### src/rtl/cpu_pkg.sv
// cpu_pkg: shared definitions for the CPU control path.
// Holds the ISA opcode constants, the multi-cycle FSM state encodings,
// the ALUOp function codes and the bundle of static (per-opcode) controls.
// Shared by the single-cycle control unit, the ALU and multi_cycle_control.
package cpu_pkg;

    // ISA opcodes (instruction bits [31:26])
    localparam logic [5:0] OP_ADD  = 6'b000000;
    localparam logic [5:0] OP_ADDI = 6'b000001;
    localparam logic [5:0] OP_SUB  = 6'b000010;
    localparam logic [5:0] OP_ORI  = 6'b010000;
    localparam logic [5:0] OP_AND  = 6'b010001;
    localparam logic [5:0] OP_OR   = 6'b010010;
    localparam logic [5:0] OP_MOVE = 6'b100000;
    localparam logic [5:0] OP_SW   = 6'b100110;
    localparam logic [5:0] OP_LW   = 6'b100111;
    localparam logic [5:0] OP_BEQ  = 6'b110000;
    localparam logic [5:0] OP_HALT = 6'b111111;

    // ALU function codes
    localparam logic [2:0] ALU_ADD = 3'b000;
    localparam logic [2:0] ALU_SUB = 3'b001;
    localparam logic [2:0] ALU_OR  = 3'b011;
    localparam logic [2:0] ALU_AND = 3'b100;

    // Multi-cycle sequencer states; encodings are visible on the debug port
    typedef enum logic [2:0] {
        ST_IF   = 3'b000,
        ST_ID   = 3'b001,
        ST_EXE  = 3'b010,
        ST_MEM  = 3'b011,
        ST_WB   = 3'b100,
        ST_HALT = 3'b111
    } state_e;

    // Controls that depend only on the opcode, not on the phase
    typedef struct packed {
        logic       alusrcb;
        logic       extsel;
        logic       regout;
        logic [2:0] aluop;
    } static_ctl_t;

endpackage

### src/rtl/mc_decode.sv
// mc_decode: purely combinational opcode decoder.
//   i_op       : opcode to classify
//   o_ctl      : static controls {ALUSrcB, ExtSel, RegOut, ALUOp}
//   o_is_alu   : register-writing ALU op (add/addi/sub/ori/and/or/move)
//   o_is_mem   : lw or sw
//   o_is_lw/o_is_sw/o_is_beq/o_is_halt : single-opcode flags
//   o_is_valid : opcode belongs to the ISA (halt included)
module mc_decode
    import cpu_pkg::*;
(
    input  logic [5:0]  i_op,
    output static_ctl_t o_ctl,
    output logic        o_is_alu,
    output logic        o_is_mem,
    output logic        o_is_lw,
    output logic        o_is_sw,
    output logic        o_is_beq,
    output logic        o_is_halt,
    output logic        o_is_valid
);

    always_comb begin
        o_ctl      = '0;
        o_is_alu   = 1'b0;
        o_is_lw    = 1'b0;
        o_is_sw    = 1'b0;
        o_is_beq   = 1'b0;
        o_is_halt  = 1'b0;
        o_is_valid = 1'b1;
        case (i_op)
            OP_ADD: begin
                o_ctl    = '{alusrcb: 1'b0, extsel: 1'b0, regout: 1'b1, aluop: ALU_ADD};
                o_is_alu = 1'b1;
            end
            OP_ADDI: begin
                o_ctl    = '{alusrcb: 1'b1, extsel: 1'b1, regout: 1'b0, aluop: ALU_ADD};
                o_is_alu = 1'b1;
            end
            OP_SUB: begin
                o_ctl    = '{alusrcb: 1'b0, extsel: 1'b0, regout: 1'b1, aluop: ALU_SUB};
                o_is_alu = 1'b1;
            end
            OP_ORI: begin
                o_ctl    = '{alusrcb: 1'b1, extsel: 1'b0, regout: 1'b0, aluop: ALU_OR};
                o_is_alu = 1'b1;
            end
            OP_AND: begin
                o_ctl    = '{alusrcb: 1'b0, extsel: 1'b0, regout: 1'b1, aluop: ALU_AND};
                o_is_alu = 1'b1;
            end
            OP_OR: begin
                o_ctl    = '{alusrcb: 1'b0, extsel: 1'b0, regout: 1'b1, aluop: ALU_OR};
                o_is_alu = 1'b1;
            end
            OP_MOVE: begin
                o_ctl    = '{alusrcb: 1'b0, extsel: 1'b0, regout: 1'b1, aluop: ALU_ADD};
                o_is_alu = 1'b1;
            end
            OP_SW: begin
                o_ctl   = '{alusrcb: 1'b1, extsel: 1'b1, regout: 1'b0, aluop: ALU_ADD};
                o_is_sw = 1'b1;
            end
            OP_LW: begin
                o_ctl   = '{alusrcb: 1'b1, extsel: 1'b1, regout: 1'b0, aluop: ALU_ADD};
                o_is_lw = 1'b1;
            end
            OP_BEQ: begin
                o_ctl    = '{alusrcb: 1'b0, extsel: 1'b1, regout: 1'b0, aluop: ALU_SUB};
                o_is_beq = 1'b1;
            end
            OP_HALT: o_is_halt  = 1'b1;
            default: o_is_valid = 1'b0;
        endcase
    end

    assign o_is_mem = o_is_lw | o_is_sw;

endmodule

### src/rtl/multi_cycle_control.sv
// multi_cycle_control: IF/ID/EXE/MEM/WB sequencer for the CPU datapath.
// Steps each instruction through its phases and drives the datapath
// control set only in the phase that needs each signal.
//   CLK, Reset      : clock and asynchronous active-high reset (back to IF)
//   op, zero        : opcode (valid from ID) and ALU zero flag (used in EXE)
//   PCWre..ALUOp    : datapath controls, combinational from State/op_q
//   State, Halted   : debug state and halt indication (registered)
//   RetireCnt       : retired-instruction counter, wraps at 2^CNT_W
module multi_cycle_control
    import cpu_pkg::*;
#(
    parameter int CNT_W = 16
) (
    input  logic             CLK,
    input  logic             Reset,
    input  logic [5:0]       op,
    input  logic             zero,
    output logic             PCWre,
    output logic             PCSrc,
    output logic             IRWre,
    output logic             InsMemRW,
    output logic             ALUSrcB,
    output logic             ALUM2Reg,
    output logic             RegWre,
    output logic             DataMemRW,
    output logic             ExtSel,
    output logic             RegOut,
    output logic [2:0]       ALUOp,
    output logic [2:0]       State,
    output logic             Halted,
    output logic [CNT_W-1:0] RetireCnt
);

    state_e           r_state;
    logic [5:0]       r_op_q;
    logic             r_halted;
    logic [CNT_W-1:0] r_cnt;

    state_e      w_next;
    logic [5:0]  w_dec_op;
    static_ctl_t w_ctl;
    logic        w_is_alu, w_is_mem, w_is_lw, w_is_sw;
    logic        w_is_beq, w_is_halt, w_is_valid;

    // One decoder serves both uses: in ID it classifies the live opcode to
    // pick the next state; from EXE on it decodes the captured op_q. Static
    // controls are gated off in ID, so the live-op decode never leaks out.
    assign w_dec_op = (r_state == ST_ID) ? op : r_op_q;

    mc_decode u_dec (
        .i_op       (w_dec_op),
        .o_ctl      (w_ctl),
        .o_is_alu   (w_is_alu),
        .o_is_mem   (w_is_mem),
        .o_is_lw    (w_is_lw),
        .o_is_sw    (w_is_sw),
        .o_is_beq   (w_is_beq),
        .o_is_halt  (w_is_halt),
        .o_is_valid (w_is_valid)
    );

    // Next state and phase-dependent controls
    always_comb begin
        w_next    = r_state;
        PCWre     = 1'b0;
        PCSrc     = 1'b0;
        IRWre     = 1'b0;
        InsMemRW  = 1'b0;
        ALUM2Reg  = 1'b0;
        RegWre    = 1'b0;
        DataMemRW = 1'b0;
        case (r_state)
            ST_IF: begin
                IRWre    = 1'b1;
                InsMemRW = 1'b1;
                w_next   = ST_ID;
            end
            ST_ID: begin
                if (w_is_halt) begin
                    w_next = ST_HALT;
                end else if (w_is_valid) begin
                    w_next = ST_EXE;
                end else begin
                    // unknown opcode retires as a nop
                    w_next = ST_IF;
                    PCWre  = 1'b1;
                end
            end
            ST_EXE: begin
                if (w_is_alu) begin
                    w_next = ST_WB;
                end else if (w_is_mem) begin
                    w_next = ST_MEM;
                end else begin
                    w_next = ST_IF;
                    PCWre  = w_is_beq;
                    PCSrc  = w_is_beq & zero;
                end
            end
            ST_MEM: begin
                if (w_is_lw) begin
                    w_next   = ST_WB;
                    ALUM2Reg = 1'b1;
                end else begin
                    w_next    = ST_IF;
                    DataMemRW = w_is_sw;
                    PCWre     = 1'b1;
                end
            end
            ST_WB: begin
                w_next   = ST_IF;
                RegWre   = 1'b1;
                PCWre    = 1'b1;
                ALUM2Reg = w_is_lw;
            end
            ST_HALT: w_next = ST_HALT;
            default: w_next = ST_IF;
        endcase
    end

    // Static controls hold for the whole execute part of the instruction
    always_comb begin
        ALUSrcB = 1'b0;
        ExtSel  = 1'b0;
        RegOut  = 1'b0;
        ALUOp   = 3'b000;
        if (r_state == ST_EXE || r_state == ST_MEM || r_state == ST_WB) begin
            ALUSrcB = w_ctl.alusrcb;
            ExtSel  = w_ctl.extsel;
            RegOut  = w_ctl.regout;
            ALUOp   = w_ctl.aluop;
        end
    end

    always_ff @(posedge CLK or posedge Reset) begin
        if (Reset) begin
            r_state  <= ST_IF;
            r_op_q   <= '0;
            r_halted <= 1'b0;
            r_cnt    <= '0;
        end else begin
            r_state <= w_next;
            if (r_state == ST_ID && w_next == ST_EXE)
                r_op_q <= op;
            if (w_next == ST_HALT)
                r_halted <= 1'b1;
            if (PCWre)
                r_cnt <= r_cnt + 1'b1;
        end
    end

    assign State     = r_state;
    assign Halted    = r_halted;
    assign RetireCnt = r_cnt;

endmodule

### config.mk
export PLATFORM = sky130hd
export DESIGN_NAME = multi_cycle_control
export DESIGN_NICKNAME = d
export VERILOG_FILES = /design/src/rtl/cpu_pkg.sv /design/src/rtl/mc_decode.sv /design/src/rtl/multi_cycle_control.sv
export SDC_FILE = /design/constraint.sdc
export NUM_CORES = 1
export LEC_CHECK = 0
export ABC_CLOCK_PERIOD_IN_PS = 6650
export CORE_MARGIN = 2
export CORE_UTILIZATION = 53
export DETAILED_ROUTE_END_ITERATION = 10
export PLACE_DENSITY = 0.85
export SLEW_MARGIN = 10
export SYNTH_ARGS = -nofsm -noshare
export SYNTH_HDL_FRONTEND = slang
export SYNTH_SLANG_ARGS = --single-unit
### constraint.sdc
create_clock -name CLK -period 6.65 [get_ports CLK]
set_clock_uncertainty 0.2 [all_clocks]
set_input_delay 1.33 -clock CLK [delete_from_list [all_inputs] [get_ports CLK]]
set_output_delay 1.33 -clock CLK [all_outputs]
set_load 0.005 [all_outputs]
# --- Word-level counts from Yosys, hierarchy flattened ---
# Cells that the tools add are included.
word_totals:
  regBits: 26
  inputBits: 9
  word_cells: 66
op_classes:
  n_addsub: 1
  eq_ne: 17
  muxes: 33
  n_bitwise: 2
  reduce_logical: 9
ops:
  columns: ["cell", "count"]
  rows:
  - ["$pmux 6 s7", 1]
  - ["$eq 6x6->1 const B", 5]
  - ["$mux 1", 22]
  - ["$eq 6x5->1 const B", 3]
  - ["$add 16x1->16 const B", 1]
  - ["$pmux 3 s5", 1]
  - ["$mux 3", 4]
  - ["$reduce_or 11->1", 1]
  - ["$eq 3x2->1 const B", 3]
  - ["$eq 3x3->1 const B", 3]
  - ["$reduce_or 7->1", 1]
  - ["$eq 6x1->1 const B", 1]
  - ["$eq 6x2->1 const B", 1]
  - ["$logic_not 6->1", 1]
  - ["$mux 6", 1]
  - ["$mux 2", 2]
  - ["$pmux 1 s4", 1]
  - ["$eq 3x1->1 const B", 1]
  - ["$logic_not 3->1", 1]
  - ["$reduce_or 3->1", 1]
  - ["$logic_or 1x1->1", 2]
  - ["$pmux 1 s2", 1]
  - ["$reduce_or 2->1", 1]
  - ["$and 1x1->1", 1]
  - ["other kinds (2)", 2]

# --- Longest topological paths before layout ---
# Gate-level depths: netlist (run 1).
logic_depth:
  depth_word: 10
  depth_mapped: 8
  mapped_depth_nobuf: 7

# --- Hierarchy ---
# Synthesis (run 1) repeated with hierarchy kept, for this count alone.
unflattened:
  cells_unflattened: 179
  area_unflattened_um2: 1764.2
modules_own_cells:
  columns: ["module", "instances", "cells_each", "area_each_um2", "seq_area_each_um2"]
  rows:
  - ["multi_cycle_control", 1, 138, 1510.2, 650.6]
  - ["mc_decode", 1, 41, 254.0, 0.0]

# --- Least setup slack after synthesis (run 1) ---
# No wires, ideal clock.
synth_timing:
  kind: "input port to output port"
  startpoint: "in op[5]"
  endpoint: "out ALUOp[1]"
  t_arrival_ns: 2.850
  required_time_ns: 5.120
  slack_ns: 2.270
  cell_stages: 6
  cell_sequence: "buf_2 > maj3_1 > or3_1 > o211ai_2 > nand3_2 > a2111oi_2"
synth_via:
  elab_chain_cells: 5
  elab_cells_between_ends: 15
  cone_classes: "eq/ne: 9; mux: 3; reduce/logical: 3"
synth_lines:
  columns: ["element", "line_no", "rtl"]
  rows:
  - ["start, declared", "multi_cycle_control.sv:16", "input logic [5:0] op,"]
  - ["$mux 6 (*)", "multi_cycle_control.sv:48", "assign w_dec_op = (r_state == ST_ID) ? op : r_op_q;"]
  - ["$eq 6x1->1 (tied with other cells)", "mc_decode.sv:30", "case (i_op)"]
  - ["$reduce_or 3->1 (no line) / $reduce_or 2->1 (equally long branches)", null, null]
  - ["$pmux 6 s7 (*)", "mc_decode.sv:30", null]
  - ["$mux 3 (*)", "multi_cycle_control.sv:127", "if (r_state == ST_EXE || r_state == ST_MEM || r_state == ST_WB) begin"]
  - ["end, declared", "multi_cycle_control.sv:28", "output logic [2:0] ALUOp,"]
# Mark *: on every way between the ends. The rest lies on a longest branch, timed or not.

# --- Worst setup path after layout (run 1) ---
layout_timing:
  startpoint: "in op[1]"
  endpoint: "out ALUOp[1]"
# The elaborated chain is that of the path after synthesis.

==> results of run 1 <==
## routing by layer
layer	vias up	wire length, um	track usage (%)
li1	743	-	-
met1	735	1890	35.8
met3	4	232	2.77
met4	0	40	7.45
met2	61	1950	35.3
met5	-	0	0
## where the power goes
| part | switching (mW) | internal, mW | total [mW] | leakage, nW |
|---|---|---|---|---|
| logic | 0.198 | 0.199 | 0.397 | 0.493 |
| clock network | 0.0500 | 0.0335 | 0.0835 | 0.0210 |
| registers | 0.0911 | 0.202 | 0.293 | 0.316 |
## worst max-delay path: cells and delay by family
family | cells | cell delay [ns]
compound gates | 2 | 0.43
buf+inv | 2 | 1.21
simple gates | 4 | 1.06
## cells in the mapped netlist (3+ instances only)
cell type / number / area [um^2]
dfrtp_1: 26 / 651
nor2_1: 19 / 71.3
nand2_1: 15 / 56.3
xnor2_1: 8 / 70.1
xor2_1: 8 / 70.1
nand4_1: 7 / 43.8
nor3_1: 7 / 35.0
o21ai_0: 7 / 35.0
a21oi_1: 6 / 30.0
nand3_1: 6 / 30.0
and3_1: 5 / 31.3
clkbuf_1: 5 / 18.8
o211ai_1: 5 / 37.5
buf_2: 4 / 20.0
inv_1: 4 / 15.0
mux2_2: 4 / 45.0
buf_4: 3 / 22.5
mux2i_1: 3 / 30.0
nand2b_1: 3 / 18.8
nor4_1: 3 / 18.8
nor4b_2: 3 / 45.0
o21a_1: 3 / 22.5
## kinds of logic after synthesis
kind of cell / share of synthesized area (%)
fa+ha+maj: 1.32
buf+inv: 5.12
mux: 4.39
flops: 38.0
compound gates: 15.9
simple gates: 27.1
xor+xnor: 8.19
## flip-flops by register name (all words and copies together) (netlist names)
signal and count:
r_op_q 6, State 3, RetireCnt 16, Halted 1
## worst max path at each step
stage / start / endpoint / cells after the start
detailed placement: op[1] / ALUOp[1] / 8
finish: op[1] / ALUOp[1] / 8
global route: op[1] / ALUOp[1] / 8
CTS: op[1] / ALUOp[1] / 8
floorplan: op[5] / ALUOp[1] / 6
global placement: op[1] / ALUOp[1] / 8
## cell type report
class / instances / share of cell area (%)
multi-input combinational: 143 / 45.4
timing repair buffer: 41 / 19.1
clock buffer: 4 / 1.69
tap: 44 / 2.57
sequential: 26 / 30.3
inverter: 5 / 0.875
## metrics by stage
| step | setup WS, ns | hold slack [ns] | area, um^2 | utilization [%] | total power, mW |
|---|---|---|---|---|---|
| 3_5_place_dp | 1.12 | 0.262 | 2110 | 69.1 | 0.685 |
| 4_1_cts | 1.12 | 0.283 | 2140 | 70.2 | 0.769 |
| 6_report | 1.10 | 0.275 | 2140 | 70.2 | 0.773 |
| 5_1_grt | 0.974 | 0.290 | 2140 | 70.2 | 0.825 |
| 3_3_place_gp | 1.17 | 0.242 | 2110 | 69.1 | 0.677 |
| 2_1_floorplan | 2.27 | 0.251 | 1710 | - | 0.545 |
==> run metrics, run 1 <==
Post-synth EDFFs=0; Antenna diodes=0; Worst R2R Path Depth=7; Post-Syn Area=1710 um^2; first-pass GRT wire length=6660 um; Site Rows=20; Num Clock Sinks=26; die footprint=3700 um^2; gr ovfl total=0; TritonCTS clock tree=yes; Detail Route Antenna Nets=0; TritonCTS buffer count=3; R2R setup slack=3.68 ns; FMAX=180 MHz; Min-Delay Path Class=flip-flop to flip-flop; drt pass-1 iters=4; syn_nets=198; DRC=0; # port buffers=41; max incr delay on CP=0.65 ns; GP Congestion=0.895; worst r2r src=State[0]$_DFF_PP0_; critical-path cell list=clkdlybuf4s50_1 > nand3_1 > or4_4 > and2_4 > o211ai_2 > nand3_2 > a2111oi_2 > clkdlybuf4s50_1; CTS hold repair buffers=0; clock slew at reported path FFs=0.15 ns; placed cell count=259; Syn Area/Cell=9.10 um^2; die width=60.8 um; Worst path slowest cell=clkdlybuf4s50_1; CTS Buffer Depth=2; crit path max fanout=10; predominant post-synthesis flop cell=dfrtp_1; Layout Nets=230; post-synthesis sequential area ratio=38.0%; Root Driver=clkbuf_4; via count=1543; Hold Crit Endpoint=RetireCnt[15]$_DFFE_PP0P_; Hold Path Depth=1; RSZ-0062 raised after global routing=no; post-synth cell types=51; commonest non-fill, non-tap cell in the layout=clkdlybuf4s50_1; fin cells=263; Data required, critical path=5.12 ns; Initial Utilization=56.1%; clk_lat worst skew=0.33 ns; post_cts resized=0; synthesized instance count=188; Max Cap Viol=0; R2R Path End=RetireCnt[3]$_DFFE_PP0P_; Slew headroom=33.5%; post-route clock period utilization=83.5%; Tot GR Track Use=23.7%; min-delay src=RetireCnt[15]$_DFFE_PP0P_; largest net degree at the start of global routing=27; detailed-route vias per instance=5.87; initial antenna violation count=0; Setup Fix Bufs, Post-CTS=0; fillers=254; routed length per placed instance=15.6 um; Slew Viols, Final=0; die height=60.8 um; power density cells=361 nW/um^2; First DRT Iteration DRCs=100; dpl hpwl=3040 um; Storage cell area=651 um^2; drt total wl=4110 um; Leakage=0.830 nW; layout cells sized above 1=9.13%; # setup viols final=0; Layout area overhead=25.3%; CTS H-tree lvls=1; Worst Path Arrival=4.02 ns; CP Launch Type=input pin; Max IR drop VDD=0.263 mV; final hold vios=0; multi-input logic area=973 um^2; slew at the pin closest to its max-slew limit=0.996 ns; number of global-route vias before repair=1357; core area=3050 um^2; YS warnings=0; CP Class=input pin to output port; commonest non-fill, non-tap cells in the layout=clkdlybuf4s50_1 (41), dfrtp_1 (26), nor2_1 (19); ys async rst share=100%; #FFs+latches synth=26; io pins=42; most frequent CP cell=clkdlybuf4s50_1; CP endpoint kind=output port; Final TNS setup=0 ns; outcome=complete, no violations; Final Critical Period=5.55 ns
No activity file was read; power rests on OpenSTA's default activity.
==> run 2: changes to the inputs <==
--- a/config.mk
+++ b/config.mk
@@ -5,11 +5,11 @@
 export SDC_FILE = /design/constraint.sdc
 export NUM_CORES = 1
 export LEC_CHECK = 0
-export ABC_CLOCK_PERIOD_IN_PS = 6650
+export ABC_CLOCK_PERIOD_IN_PS = 5600
 export CORE_MARGIN = 2
-export CORE_UTILIZATION = 53
+export CORE_UTILIZATION = 49
 export DETAILED_ROUTE_END_ITERATION = 10
-export PLACE_DENSITY = 0.85
+export PLACE_DENSITY = 0.79
 export SLEW_MARGIN = 10
 export SYNTH_ARGS = -nofsm -noshare
 export SYNTH_HDL_FRONTEND = slang
==> constraint.sdc (replaced) <==
create_clock -name CLK -period 5.6 [get_ports CLK]
set_clock_uncertainty 0.2 [all_clocks]
set_input_delay 1.12 -clock CLK [delete_from_list [all_inputs] [get_ports CLK]]
set_output_delay 1.12 -clock CLK [all_outputs]
set_load 0.005 [all_outputs]
==> run 2 against run 1 <==
Against the previous run:
- clock-buffer cell count unchanged
- sequential power increased by 16%
- critical path depth unchanged
- global-route usage decreased by 1.7 points
- worst hold slack got worse by 0.0020 ns
- largest power group unchanged
==> run metrics, run 2 (same netlist as run 1, synthesis figures left out) <==
Initial Utilization=51.3%; routed length per placed instance=15.4 um; Slew Viols, Final=0; CTS H-tree lvls=1; Worst R2R Path Depth=7; CTS Buffer Depth=2; Root Driver=clkbuf_4; WHS=0.273 ns; gr ovfl total=0; Tot GR Track Use=22.0%; CP Class=input pin to output port; Seq pwr share=37.4%; # port buffers=41; fillers=300; GP Congestion=0.902; largest net degree at the start of global routing=27; Min-Delay Path Class=flip-flop to flip-flop; Comb pwr share=52.4%; io pins=42; Clk pwr share=10.2%; commonest non-fill, non-tap cells in the layout=clkdlybuf4s50_1 (41), dfrtp_1 (26), nor2_1 (19); # setup viols final=0; Antenna diodes=0; Layout Nets=230; drt total wl=4090 um; worst r2r src=State[0]$_DFF_PP0_; power density cells=424 nW/um^2; Detail Route Antenna Nets=0; TritonCTS clock tree=yes; CTS hold repair buffers=0; Setup Fix Bufs, Post-CTS=0; critical-path cell list=clkdlybuf4s50_1 > nand3_1 > or4_4 > and2_4 > o211ai_2 > nand3_2 > a2111oi_2 > clkdlybuf4s50_1; delay-heaviest family, CP=buffers and inverters; post-route clock period utilization=91.8%; clk_lat worst skew=0.32 ns; Max Cap Viol=0; fin cells=265; CP endpoint kind=output port; Worst path slowest cell=clkdlybuf4s50_1; sw frac=43.4%; FMAX=194 MHz; dpl hpwl=3140 um; Final Critical Period=5.14 ns; Data required, critical path=4.28 ns; clock slew at reported path FFs=0.14 ns; R2R setup slack=2.64 ns; CP bufs+invs=2; Largest register FFs=16; pre-CTS WS=0.451 ns; most frequent CP cell=clkdlybuf4s50_1; final hold vios=0; crit path max fanout=10; R2R Path End=RetireCnt[4]$_DFFE_PP0P_; via count=1519; layout cells sized above 1=9.13%; post_cts resized=0; Layout area overhead=25.4%; die footprint=3980 um^2; Max IR drop VDD=0.309 mV; core area=3340 um^2; initial antenna violation count=0; Leakage=0.830 nW; Final TNS setup=0 ns; outcome=complete, no violations; max incr delay on CP=0.67 ns; final worst slack=0.457 ns; Setup crit end=ALUOp[1]; placed cell count=261; die height=63.1 um; first-pass GRT wire length=7020 um; DRC=0; Internal=0.515 mW; First DRT Iteration DRCs=101; Critical Path Start=op[1]; drt pass-1 iters=4; Num Clock Sinks=26; CP Launch Type=input pin; NetSw=0.395 mW; RSZ-0062 raised after global routing=no; die width=63.1 um; commonest non-fill, non-tap cell in the layout=clkdlybuf4s50_1; Slew headroom=35.1%; WP depth=8; number of global-route vias before repair=1418; Worst Path Arrival=3.82 ns; detailed-route vias per instance=5.73; TritonCTS buffer count=3; Site Rows=21; slew at the pin closest to its max-slew limit=0.973 ns
-- run 2: cell counts in the layout (fill, tap and decap cells not counted) --
Identical to the previous run, type by type.
-- run 2: metal layers --
layer | wire (um) | GRT usage [%]
met3 | 241 | 4.29
met5 | 0 | 0
met2 | 1970 | 35.1
met1 | 1830 | 30.4
met4 | 42 | 6.11
-- run 2: worst min path at each step --
| stage | startpoint | endpoint | slack (ns) | depth (start not counted) |
|---|---|---|---|---|
| after floorplan | Halted$_DFFE_PP0N_ | Halted$_DFFE_PP0N_ | 0.25 | 1 |
| after global routing | RetireCnt[15]$_DFFE_PP0P_ | RetireCnt[15]$_DFFE_PP0P_ | 0.29 | 1 |
| final | Halted$_DFFE_PP0N_ | Halted$_DFFE_PP0N_ | 0.27 | 1 |
| after global placement | Halted$_DFFE_PP0N_ | Halted$_DFFE_PP0N_ | 0.24 | 1 |
| after detailed placement | Halted$_DFFE_PP0N_ | Halted$_DFFE_PP0N_ | 0.25 | 1 |
| after CTS | Halted$_DFFE_PP0N_ | Halted$_DFFE_PP0N_ | 0.28 | 1 |
-- run 2: worst reg2reg max path, stage by stage (launching register included) --
cell     delay [ns]
dfrtp_1        0.63
or3b_1         0.65
or4_4          0.51
a21oi_1        0.15
o32a_2         0.33
inv_2          0.13
nand4_1        0.13
xnor2_1        0.13
-- run 2: area by class of cell --
cell class	count	area [um^2]	area share [%]
Multi-Input combinational cell	143	973	45.3
Inverter	5	18.8	0.874
Sequential cell	26	651	30.3
Clock buffer	4	36.3	1.69
Timing Repair Buffer	41	410	19.1
Tap cell	46	57.6	2.68
-- run 2: per-stage QoR --
| step | total power, mW | utilization [%] | area [um^2] |
|---|---|---|---|
| 6_report | 0.910 | 64.3 | 2150 |
| 5_1_grt | 0.986 | 64.3 | 2150 |
| 4_1_cts | 0.913 | 64.3 | 2150 |
| 3_5_place_dp | 0.818 | 63.3 | 2110 |
| 3_3_place_gp | 0.807 | 63.3 | 2110 |
| 2_1_floorplan | 0.647 | - | 1710 |
-- run 2: power groups by stage --
stage,clock network (mW),logic [mW],registers [mW]
2_1_floorplan,0,0.356,0.291
3_3_place_gp,0,0.467,0.339
3_5_place_dp,0,0.474,0.344
4_1_cts,0.0971,0.477,0.339
5_1_grt,0.104,0.525,0.357
6_report,0.0926,0.477,0.341
